## src/rtl/sram_like_port_arbiter_pkg.sv

```systemverilog
// Shared definitions for the SRAM-like port arbiter: FSM state codes,
// owner codes, transfer size codes and the grant-priority helper.
// Optional feature macro used by the arbiter: ARB_STARVE_GUARD_EN.
package sram_like_port_arbiter_pkg;

   // Arbiter FSM state encodings
   localparam logic [1:0] ARB_IDLE = 2'd0;
   localparam logic [1:0] ARB_ADDR = 2'd1;
   localparam logic [1:0] ARB_DATA = 2'd2;

   // Owner of the in-flight transaction
   localparam logic ARB_OWN_INST = 1'b0;
   localparam logic ARB_OWN_DATA = 1'b1;

   // Bus transfer size codes
   localparam logic [1:0] SZ_B = 2'd0;
   localparam logic [1:0] SZ_H = 2'd1;
   localparam logic [1:0] SZ_W = 2'd2;

   // Data wins the port unless the starvation guard is forcing a fetch
   // and a fetch is actually waiting.
   function automatic logic pick_data(input logic data_req,
                                      input logic inst_req,
                                      input logic force_inst);
      return data_req & ~(force_inst & inst_req);
   endfunction

endpackage

```

## src/rtl/sram_like_port_arbiter_arb_req_latch.sv

```systemverilog
// Registered request mux: captures owner and request fields of the granted
// requester so the bus sees stable values for the whole address phase.
module arb_req_latch
   import sram_like_port_arbiter_pkg::*;
#(
   parameter int AW = 32,
   parameter int DW = 32
) (
   input  logic          clk,
   input  logic          rst,
   input  logic          load,
   input  logic          sel_data,
   input  logic [AW-1:0] inst_addr,
   input  logic          data_wr,
   input  logic [1:0]    data_size,
   input  logic [AW-1:0] data_addr,
   input  logic [DW-1:0] data_wdata,
   output logic          owner,
   output logic          wr,
   output logic [1:0]    size,
   output logic [AW-1:0] addr,
   output logic [DW-1:0] wdata
);

   logic          owner_r;
   logic          wr_r;
   logic [1:0]    size_r;
   logic [AW-1:0] addr_r;
   logic [DW-1:0] wdata_r;

   // Load the winning requester's fields at grant, hold them otherwise
   always_ff @(posedge clk or negedge rst) begin
      if (!rst) begin
         owner_r <= ARB_OWN_INST;
         wr_r    <= 1'b0;
         size_r  <= 2'd0;
         addr_r  <= {AW{1'b0}};
         wdata_r <= {DW{1'b0}};
      end else if (load) begin
         if (sel_data) begin
            owner_r <= ARB_OWN_DATA;
            wr_r    <= data_wr;
            size_r  <= data_size;
            addr_r  <= data_addr;
            wdata_r <= data_wdata;
         end else begin
            // fetches are always word reads
            owner_r <= ARB_OWN_INST;
            wr_r    <= 1'b0;
            size_r  <= SZ_W;
            addr_r  <= inst_addr;
            wdata_r <= {DW{1'b0}};
         end
      end else begin
         owner_r <= owner_r;
         wr_r    <= wr_r;
         size_r  <= size_r;
         addr_r  <= addr_r;
         wdata_r <= wdata_r;
      end
   end

   assign owner = owner_r;
   assign wr    = wr_r;
   assign size  = size_r;
   assign addr  = addr_r;
   assign wdata = wdata_r;

endmodule

```

## src/rtl/sram_like_port_arbiter.sv

```systemverilog
// Shares one SRAM-like memory port between the IF fetch requester and the
// MEM load/store requester. One transaction outstanding at most; data has
// priority. Optional macro ARB_STARVE_GUARD_EN forces a fetch grant after
// MAX_DATA_STREAK contested data grants in a row.
module sram_like_port_arbiter
   import sram_like_port_arbiter_pkg::*;
#(
   parameter int AW              = 32,
   parameter int DW              = 32,
   parameter int MAX_DATA_STREAK = 4
) (
   input  logic          clk,
   input  logic          rst,
   input  logic          flush,
   input  logic          inst_req,
   input  logic [AW-1:0] inst_addr,
   output logic          inst_rvalid,
   output logic [DW-1:0] inst_rdata,
   input  logic          data_req,
   input  logic          data_wr,
   input  logic [1:0]    data_size,
   input  logic [AW-1:0] data_addr,
   input  logic [DW-1:0] data_wdata,
   output logic          data_rvalid,
   output logic [DW-1:0] data_rdata,
   output logic          stallreq_if,
   output logic          stallreq_mem,
   output logic          bus_req,
   output logic          bus_wr,
   output logic [1:0]    bus_size,
   output logic [AW-1:0] bus_addr,
   output logic [DW-1:0] bus_wdata,
   input  logic          bus_addr_ok,
   input  logic          bus_data_ok,
   input  logic [DW-1:0] bus_rdata
);

   logic [1:0]    state_r;
   logic [1:0]    state_nx_s;
   logic          discard_r;
   logic [DW-1:0] inst_hold_r;
   logic [DW-1:0] data_hold_r;

   logic          own_s;
   logic          wr_s;
   logic [1:0]    size_s;
   logic [AW-1:0] addr_s;
   logic [DW-1:0] wdata_s;

   logic          in_addr_s;
   logic          in_data_s;
   logic          done_s;
   logic          inst_done_s;
   logic          data_done_s;
   logic          grant_s;
   logic          grant_data_s;
   logic          force_inst_s;
   logic [DW-1:0] data_ret_s;

   assign in_addr_s    = (state_r == ARB_ADDR);
   assign in_data_s    = (state_r == ARB_DATA);
   // completion: data_ok in DATA, or both handshakes in the same ADDR cycle
   assign done_s       = (in_addr_s & bus_addr_ok & bus_data_ok) | (in_data_s & bus_data_ok);
   assign inst_done_s  = done_s & (own_s == ARB_OWN_INST);
   assign data_done_s  = done_s & (own_s == ARB_OWN_DATA);
   assign grant_s      = (state_r == ARB_IDLE) & ~flush & (inst_req | data_req);
   assign grant_data_s = pick_data(data_req, inst_req, force_inst_s);

`ifdef ARB_STARVE_GUARD_EN
   localparam int SW = $clog2(MAX_DATA_STREAK + 1);
   localparam logic [SW-1:0] STREAK_MAX = SW'(MAX_DATA_STREAK);

   logic [SW-1:0] streak_r;

   assign force_inst_s = (streak_r == STREAK_MAX);

   // Count contested data grants in a row; any fetch grant clears the run
   always_ff @(posedge clk or negedge rst) begin
      if (!rst) begin
         streak_r <= {SW{1'b0}};
      end else if (grant_s) begin
         if (!grant_data_s) begin
            streak_r <= {SW{1'b0}};
         end else if (inst_req) begin
            if (streak_r != STREAK_MAX) begin
               streak_r <= streak_r + SW'(1);
            end else begin
               streak_r <= streak_r;
            end
         end else begin
            streak_r <= {SW{1'b0}};
         end
      end else begin
         streak_r <= streak_r;
      end
   end
`else
   assign force_inst_s = 1'b0;
`endif

   arb_req_latch #(
      .AW (AW),
      .DW (DW)
   ) u_req_latch (
      .clk        (clk),
      .rst        (rst),
      .load       (grant_s),
      .sel_data   (grant_data_s),
      .inst_addr  (inst_addr),
      .data_wr    (data_wr),
      .data_size  (data_size),
      .data_addr  (data_addr),
      .data_wdata (data_wdata),
      .owner      (own_s),
      .wr         (wr_s),
      .size       (size_s),
      .addr       (addr_s),
      .wdata      (wdata_s)
   );

   // Next-state logic of the IDLE -> ADDR -> DATA handshake sequence
   always_comb begin
      state_nx_s = state_r;
      case (state_r)
         ARB_IDLE: begin
            if (grant_s) state_nx_s = ARB_ADDR;
            else         state_nx_s = ARB_IDLE;
         end
         ARB_ADDR: begin
            if (done_s)           state_nx_s = ARB_IDLE;
            else if (bus_addr_ok) state_nx_s = ARB_DATA;
            else                  state_nx_s = ARB_ADDR;
         end
         ARB_DATA: begin
            if (bus_data_ok) state_nx_s = ARB_IDLE;
            else             state_nx_s = ARB_DATA;
         end
         default: state_nx_s = ARB_IDLE;
      endcase
   end

   // FSM state register
   always_ff @(posedge clk or negedge rst) begin
      if (!rst) state_r <= ARB_IDLE;
      else      state_r <= state_nx_s;
   end

   // A flushed fetch still finishes on the bus but its response is dropped
   always_ff @(posedge clk or negedge rst) begin
      if (!rst) begin
         discard_r <= 1'b0;
      end else if (done_s) begin
         discard_r <= 1'b0;
      end else if (flush & (in_addr_s | in_data_s) & (own_s == ARB_OWN_INST)) begin
         discard_r <= 1'b1;
      end else begin
         discard_r <= discard_r;
      end
   end

   assign data_ret_s = wr_s ? {DW{1'b0}} : bus_rdata;

   // Holding registers keep the last returned word after the valid pulse
   always_ff @(posedge clk or negedge rst) begin
      if (!rst) begin
         inst_hold_r <= {DW{1'b0}};
         data_hold_r <= {DW{1'b0}};
      end else begin
         if (inst_rvalid) inst_hold_r <= bus_rdata;
         else             inst_hold_r <= inst_hold_r;
         if (data_done_s) data_hold_r <= data_ret_s;
         else             data_hold_r <= data_hold_r;
      end
   end

   assign bus_req     = in_addr_s;
   assign bus_wr      = wr_s;
   assign bus_size    = size_s;
   assign bus_addr    = addr_s;
   assign bus_wdata   = wdata_s;

   assign inst_rvalid = inst_done_s & ~discard_r & ~flush;
   assign inst_rdata  = inst_rvalid ? bus_rdata : inst_hold_r;
   assign data_rvalid = data_done_s;
   assign data_rdata  = data_done_s ? data_ret_s : data_hold_r;

   // stalls are held low while reset is asserted
   assign stallreq_mem = rst & data_req & ~data_done_s;
   assign stallreq_if  = rst & ((inst_req & ~inst_done_s) | data_req);

endmodule

```

## config.mk

```make
export PLATFORM = sky130hd
export DESIGN_NAME = sram_like_port_arbiter
export DESIGN_NICKNAME = d
export VERILOG_FILES = /design/src/rtl/sram_like_port_arbiter_pkg.sv /design/src/rtl/sram_like_port_arbiter_arb_req_latch.sv /design/src/rtl/sram_like_port_arbiter.sv
export SDC_FILE = /design/constraint.sdc
export NUM_CORES = 1
export LEC_CHECK = 0
export ABC_AREA = 1
export CORE_ASPECT_RATIO = 1.25
export CORE_MARGIN = 5
export CORE_UTILIZATION = 42
export CTS_CLUSTER_SIZE = 25
export DETAILED_ROUTE_END_ITERATION = 7
export PLACE_DENSITY = 0.86
export SETUP_SLACK_MARGIN = 0.02
export SLEW_MARGIN = 30
export SYNTH_ARGS = -nofsm -noshare
export SYNTH_HDL_FRONTEND = slang
export SYNTH_SLANG_ARGS = --single-unit
```

## constraint.sdc

```tcl
create_clock -name clk -period 2.1 [get_ports clk]
set_input_delay 0.42 -clock clk [delete_from_list [all_inputs] [get_ports clk]]
set_output_delay 0.42 -clock clk [all_outputs]
set_load 0.01 [all_outputs]
```

-- Word-level counts from Yosys, hierarchy flattened
Cells that the tools add are included.
- memories: 0
- bits in read-only memories: 0
- register bits after elaboration: 135
- latch bits: 0
- RAM bits: 0
- word-level logic and storage cells: 52
- divide/modulo/power cells: 0
- $lt $le $gt $ge: 0
- reductions and logical operators: 2
- eq/ne operators: 2
- bitwise operators: 24
- shifts and indexed selects: 0
- add/subtract/negate cells: 0
- mux-type cells: 15
- multiply operators: 0
- operators by type and width (kind ; number):
    $mux 32 ; 5
    $and 1x1->1 ; 15
    $mux 2 ; 4
    $pmux 2 s3 ; 1
    $mux 1 ; 5
    $not 1->1 ; 5
    $or 1x1->1 ; 4
    $eq 2x1->1 const B ; 1
    $eq 2x2->1 const B ; 1
    $logic_not 2->1 ; 1
    $reduce_bool 2->1 ; 1

-- Logic depth before layout (Yosys ltp)
- depth after elaboration: 9
- gate-level depth with buffers: 9
- mapped depth without buffers: 7

-- By module
Synthesis repeated with hierarchy kept, for this count alone.
- cell total of the unflattened synthesis: 747
- area total of the unflattened synthesis: 6030.8 um2
- by module, submodules not included (module ; times used ; cells an instance ; area each (um2) ; seq. area each (um2)):
    arb_req_latch ; 1 ; 424 ; 3151.8 ; 1701.6
    sram_like_port_arbiter ; 1 ; 323 ; 2879.0 ; 1676.6

-- Worst setup path after synthesis
No wires, ideal clock.
- path type: register to output
- start point: register state_r[1]
- end point: output port inst_rdata[14]
- stages on the path, launching flop included: 9
- arrival time: 1404 ps
- path slack: 276 ps
- path buffers: 2
- cells stage by stage: dfrtp_1 inv_1 ha_1 nand3_1 nand2_1 buf_4 buf_4 nand4_1 nand2_1
- cells in the longest elaborated chain, start to end: 8
- elaborated cells between the ends (all ways): 10
- RTL lines (what ; line ; RTL):
    from (decl) ; sram_like_port_arbiter.sv:38 ; logic [1:0] state_r;
    from (signal assigned) ; sram_like_port_arbiter.sv:145 ; else state_r <= state_nx_s;
    $eq 2x1->1 ; sram_like_port_arbiter.sv:60 ; assign in_addr_s = (state_r == ARB_ADDR);
    via bus_req ; sram_like_port_arbiter.sv:28 ; output logic bus_req,
    $and 1x1->1 (2 in a row) ; sram_like_port_arbiter.sv:63 ; assign done_s = (in_addr_s & bus_addr_ok & bus_data_ok) | (in_data_s & bus_data_ok);
    $or 1x1->1 ; sram_like_port_arbiter.sv:63 ;
    $and 1x1->1 ; sram_like_port_arbiter.sv:64 ; assign inst_done_s = done_s & (own_s == ARB_OWN_INST);
    $and 1x1->1 (2 in a row) ; sram_like_port_arbiter.sv:182 ; assign inst_rvalid = inst_done_s & ~discard_r & ~flush;
    $mux 32 ; - ;
    to (decl) ; sram_like_port_arbiter.sv:18 ; output logic [DW-1:0] inst_rdata,
The timed path passes the listed nets, and every way through them passes these cells.

-- Final worst setup path
- start point: register state_r[0]
- end point: output port inst_rdata[14]
- cells in the longest elaborated chain, start to end: 8
- elaborated cells between the ends (all ways): 10
- RTL lines (what ; line):
    $eq 2x1->1 ; sram_like_port_arbiter.sv:60
    $and 1x1->1 (2 in a row) ; sram_like_port_arbiter.sv:63
    $or 1x1->1 * ; sram_like_port_arbiter.sv:63
    $and 1x1->1 * ; sram_like_port_arbiter.sv:64
    $and 1x1->1 * (2 in a row) ; sram_like_port_arbiter.sv:182
    $mux 32 * ; -
Mark *: on every way between the ends. The rest lies on a longest branch, timed or not.

==> metrics.md <==
| Metric | Value |
|---|---|
| Total grt overflow | 0 |
| Leak | 5.41 nW |
| Area of the multi-input gates | 2790 sq um |
| Row count | 49 |
| Setup tns final | -22240 ps |
| Cell Area, Synth | 6010 sq um |
| R2R setup slack | -180 ps |
| #FFs+latches synth | 135 |
| Core region area | 14200 sq um |
| Wire length per cell | 20.9 microns |
| Final slew viol count | 0 |
| Hold-fix buffers at CTS | 0 |
| Largest net degree at the start of global routing | 136 |
| Setup slack after placement | -522 ps |
| Residual DRC count | 0 |
| CP required | 1680 ps |
| Path type of the worst min-delay path | primary input to async pin |
| Die W | 117 microns |
| Worst Tran Pin Value | 751 ps |
| Vias in the first global route | 6704 |
| Reg-to-reg endpoint | data_hold_r[2]$_DFF_PN0_ |
| Clk root buf | clkbuf_16 |
| DR vias/cell | 5.43 |
| Final nets | 1212 |
| Cell variety after synth | 24 |
| Register area | 3380 sq um |
| HPWL Detailed | 13400 microns |
| Fmax | 0.400 GHz |
| Post-route antenna net violation count | 0 |
| First-pass DRT Iterations | 5 |
| Reg2reg path depth | 16 |
| Buf/Inv on CP | 4 |
| Global-route wire length before repair | 35100 microns |
| CTS clk-pin slew, worst paths | 60 ps |
| CP arrival | 2080 ps |
| Final wirelength | 26300 microns |
| Layout area overhead | 83.8% |
| Post-layout min period | 2500 ps |
| Crit-path max FO | 6 |
| R2R Path Start | state_r[0]$_DFF_PN0_ |
| Ys Warns | 0 |
| Final Hold Fails | 0 |
| Max_cap viols | 0 |
| Worst vdd ir | 0.000986 V |
| Clock latency on the worst-skew pair | 420 ps |
| CP Launch Point | state_r[0]$_DFF_PN0_ |
| WP depth | 9 |
| WS Path Type | flop to output port |
| Final setup fails | 70 |
| Io pins | 274 |
| Fill count | 831 |
| Failing checks | setup timing |
| CTS Sinks | 135 |
| CP Capture Type | output port |
| Slowest cell on crit path | dfrtp_1 |
| CP startpoint kind | flop |
| Syn_area_per_cell | 8.39 sq um |
| Min Hold Slack | 144 ps |
| Mapped Nets | 859 |
| Vias post-DR | 6842 |
| Starting Density | 0.423 |
| CTS Buf Count | 17 |
| Critical path, cell by cell | buf_6 > ha_4 > nand3_4 > nand2_8 > buf_12 > buf_16 > nand4_1 > nand2_1 > buf_2 |
| Worst Clk Skew | 12.4 ps |
| Final GP Congestion | 0.832 |
| Crit path largest cell delay | 390 ps |
| Initial antenna violation count | 1 |
| Share of the yosys chip area belonging to registers | 0.562 |
| Fraction of layout cells with a size suffix above 1 | 0.316 |
| Finished Core Util | 0.777 |
| Slew HR | 0.499 |
| Synth Instances | 717 |
| Delay-heaviest family, CP | buffers and inverters |
| Clock Path Buffers | 2 |
| CTS H-tree lvls | 4 |
| IO Port Bufs | 273 |
| Vert. Die Dim | 144 microns |
| Initial drt markers | 704 |
| Total track usage | 0.274 |
| Crit path capture | inst_rdata[14] |
| Final WS setup | -402 ps |
| Diode count | 0 |
| DIE AREA | 16800 sq um |
| Tcrit/Tclk final | 1.19 |
| Status | complete, but fails checks |
| CTS tree | yes |
| Unrepaired setup endpoints after global routing | yes |
| Pwr/cell area | 1370 nW/um^2 |
[cells in the final DEF (no fill, tap or decap), drive strengths merged]
| cell type | synthesis | layout |
|---|---|---|
| nand2 | 396 | 396 |
| clkdlybuf4s50 | 0 | 202 |
| buf | 37 | 182 |
| dfrtp | 135 | 135 |
| nand4 | 66 | 66 |
| o21ai | 37 | 37 |
| clkbuf | 14 | 25 |
| inv | 12 | 12 |
| nor2 | 8 | 8 |
| clkinv | 1 | 5 |
| ha | 4 | 4 |
| nand3 | 3 | 3 |
| a21oi | 2 | 2 |
| clkinvlp | 0 | 2 |
| nor3 | 2 | 2 |
| bufinv | 0 | 1 |
[Yosys cell counts]
| library cell | count | share of area |
|---|---|---|
| nor2_4 | 1 | 0.0019 |
| inv_1 | 11 | 0.0069 |
| dfrtp_1 | 135 | 0.56 |
| o21ai_2 | 9 | 0.013 |
| buf_4 | 5 | 0.0062 |
| nor3_1 | 1 | 0.00083 |
| clkinv_1 | 1 | 0.00062 |
| o21ai_0 | 7 | 0.0058 |
| nor3_4 | 1 | 0.0027 |
| nand4_2 | 1 | 0.0021 |
| clkbuf_1 | 14 | 0.0087 |
| ha_1 | 4 | 0.0083 |
| nand2_2 | 1 | 0.0010 |
| buf_2 | 23 | 0.019 |
| nor2_2 | 1 | 0.0010 |
| o21ai_1 | 21 | 0.017 |
| nand3_1 | 3 | 0.0025 |
| buf_6 | 9 | 0.017 |
| nor2_1 | 5 | 0.0031 |
| nand2_1 | 395 | 0.25 |
| inv_2 | 1 | 0.00062 |
| a21oi_1 | 2 | 0.0017 |
| nand4_1 | 65 | 0.068 |
| nor2_8 | 1 | 0.0033 |
[layout make-up]
| class | count | area share |
|---|---|---|
| clock inverter | 7 | 0.00623 |
| inverter | 13 | 0.00442 |
| clock buffer | 24 | 0.0454 |
| sequential | 135 | 0.306 |
| tap | 178 | 0.0202 |
| timing repair buffer | 385 | 0.366 |
| multi-input combinational | 518 | 0.252 |
[worst reg2reg max path, delay by kind of cell (launching register included)]
kind | cells | cell delay [ps]
buf+inv | 10 | 1160
simple gates | 5 | 470
fa+ha+maj | 1 | 160
flops | 1 | 390
[sequential cells by signal, indices dropped and copies added, names as in the netlist]
signal / cells
data_hold_r: 32
inst_hold_r: 32
u_req_latch.addr: 32
u_req_latch.wdata: 32
state_r: 2
u_req_latch.size: 2
discard_r: 1
u_req_latch.owner: 1
u_req_latch.wr: 1
[worst min path at each step]
stage                                        endpoint                      start  cells after the start  slack (ps)
detailed placement           inst_hold_r[9]$_DFF_PN0_   inst_hold_r[9]$_DFF_PN0_                      2         460
CTS                 u_req_latch.wdata[27]$_DFFE_PN0P_                        rst                      2         190
global placement            inst_hold_r[23]$_DFF_PN0_  inst_hold_r[23]$_DFF_PN0_                      2         450
global route                 inst_hold_r[1]$_DFF_PN0_                        rst                      2         230
floorplan                    data_hold_r[0]$_DFF_PN0_                        rst                      0         120
finish                       data_hold_r[1]$_DFF_PN0_                        rst                      2         140
[per-stage QoR]
step           power (mW)  area, sq um  std cells
2_1_floorplan        6.40         6010        717
3_3_place_gp         9.85         9150       1162
3_5_place_dp         10.0         9150       1162
4_1_cts              13.7        10500       1251
5_1_grt              15.7        11100       1260
6_report             15.1        11100       1260
[where the power goes]
part | internal (mW) | switching, mW | total, mW
Sequential | 3.68 | 0.627 | 4.31
Clock | 1.78 | 1.13 | 2.91
Combinational | 4.12 | 3.77 | 7.88
Total | 9.57 | 5.52 | 15.1
[metal layers]
layer / routed length (microns) / share of wire / track usage / up-vias
met4: 1530 / 0.058 / 0.142 / 2
li1: - / - / - / 3002
met5: 20 / 0.00076 / 0 / -
met2: 13500 / 0.51 / 0.485 / 460
met1: 8660 / 0.33 / 0.285 / 3241
met3: 2630 / 0.10 / 0.0914 / 137
[timing repair]
| action | 4_1_cts | 5_1_grt |
|---|---|---|
| endpoints found under the setup margin | 69 | 73 |
| resized for setup | 392 | 140 |
| setup buffers | 48 | 26 |
| pin swaps | 27 | 35 |
| gates cloned | 10 | 1 |
[logic make-up after synthesis]
group	count (synthesis)	share of synthesized area
AOI/OAI and AO/OA	39	0.0381
buffers and inverters	64	0.0591
adders and majority gates	4	0.00832
DFF	135	0.562
and+or+nand+nor	475	0.333
Note: power is estimated with default switching activity, not from simulation.
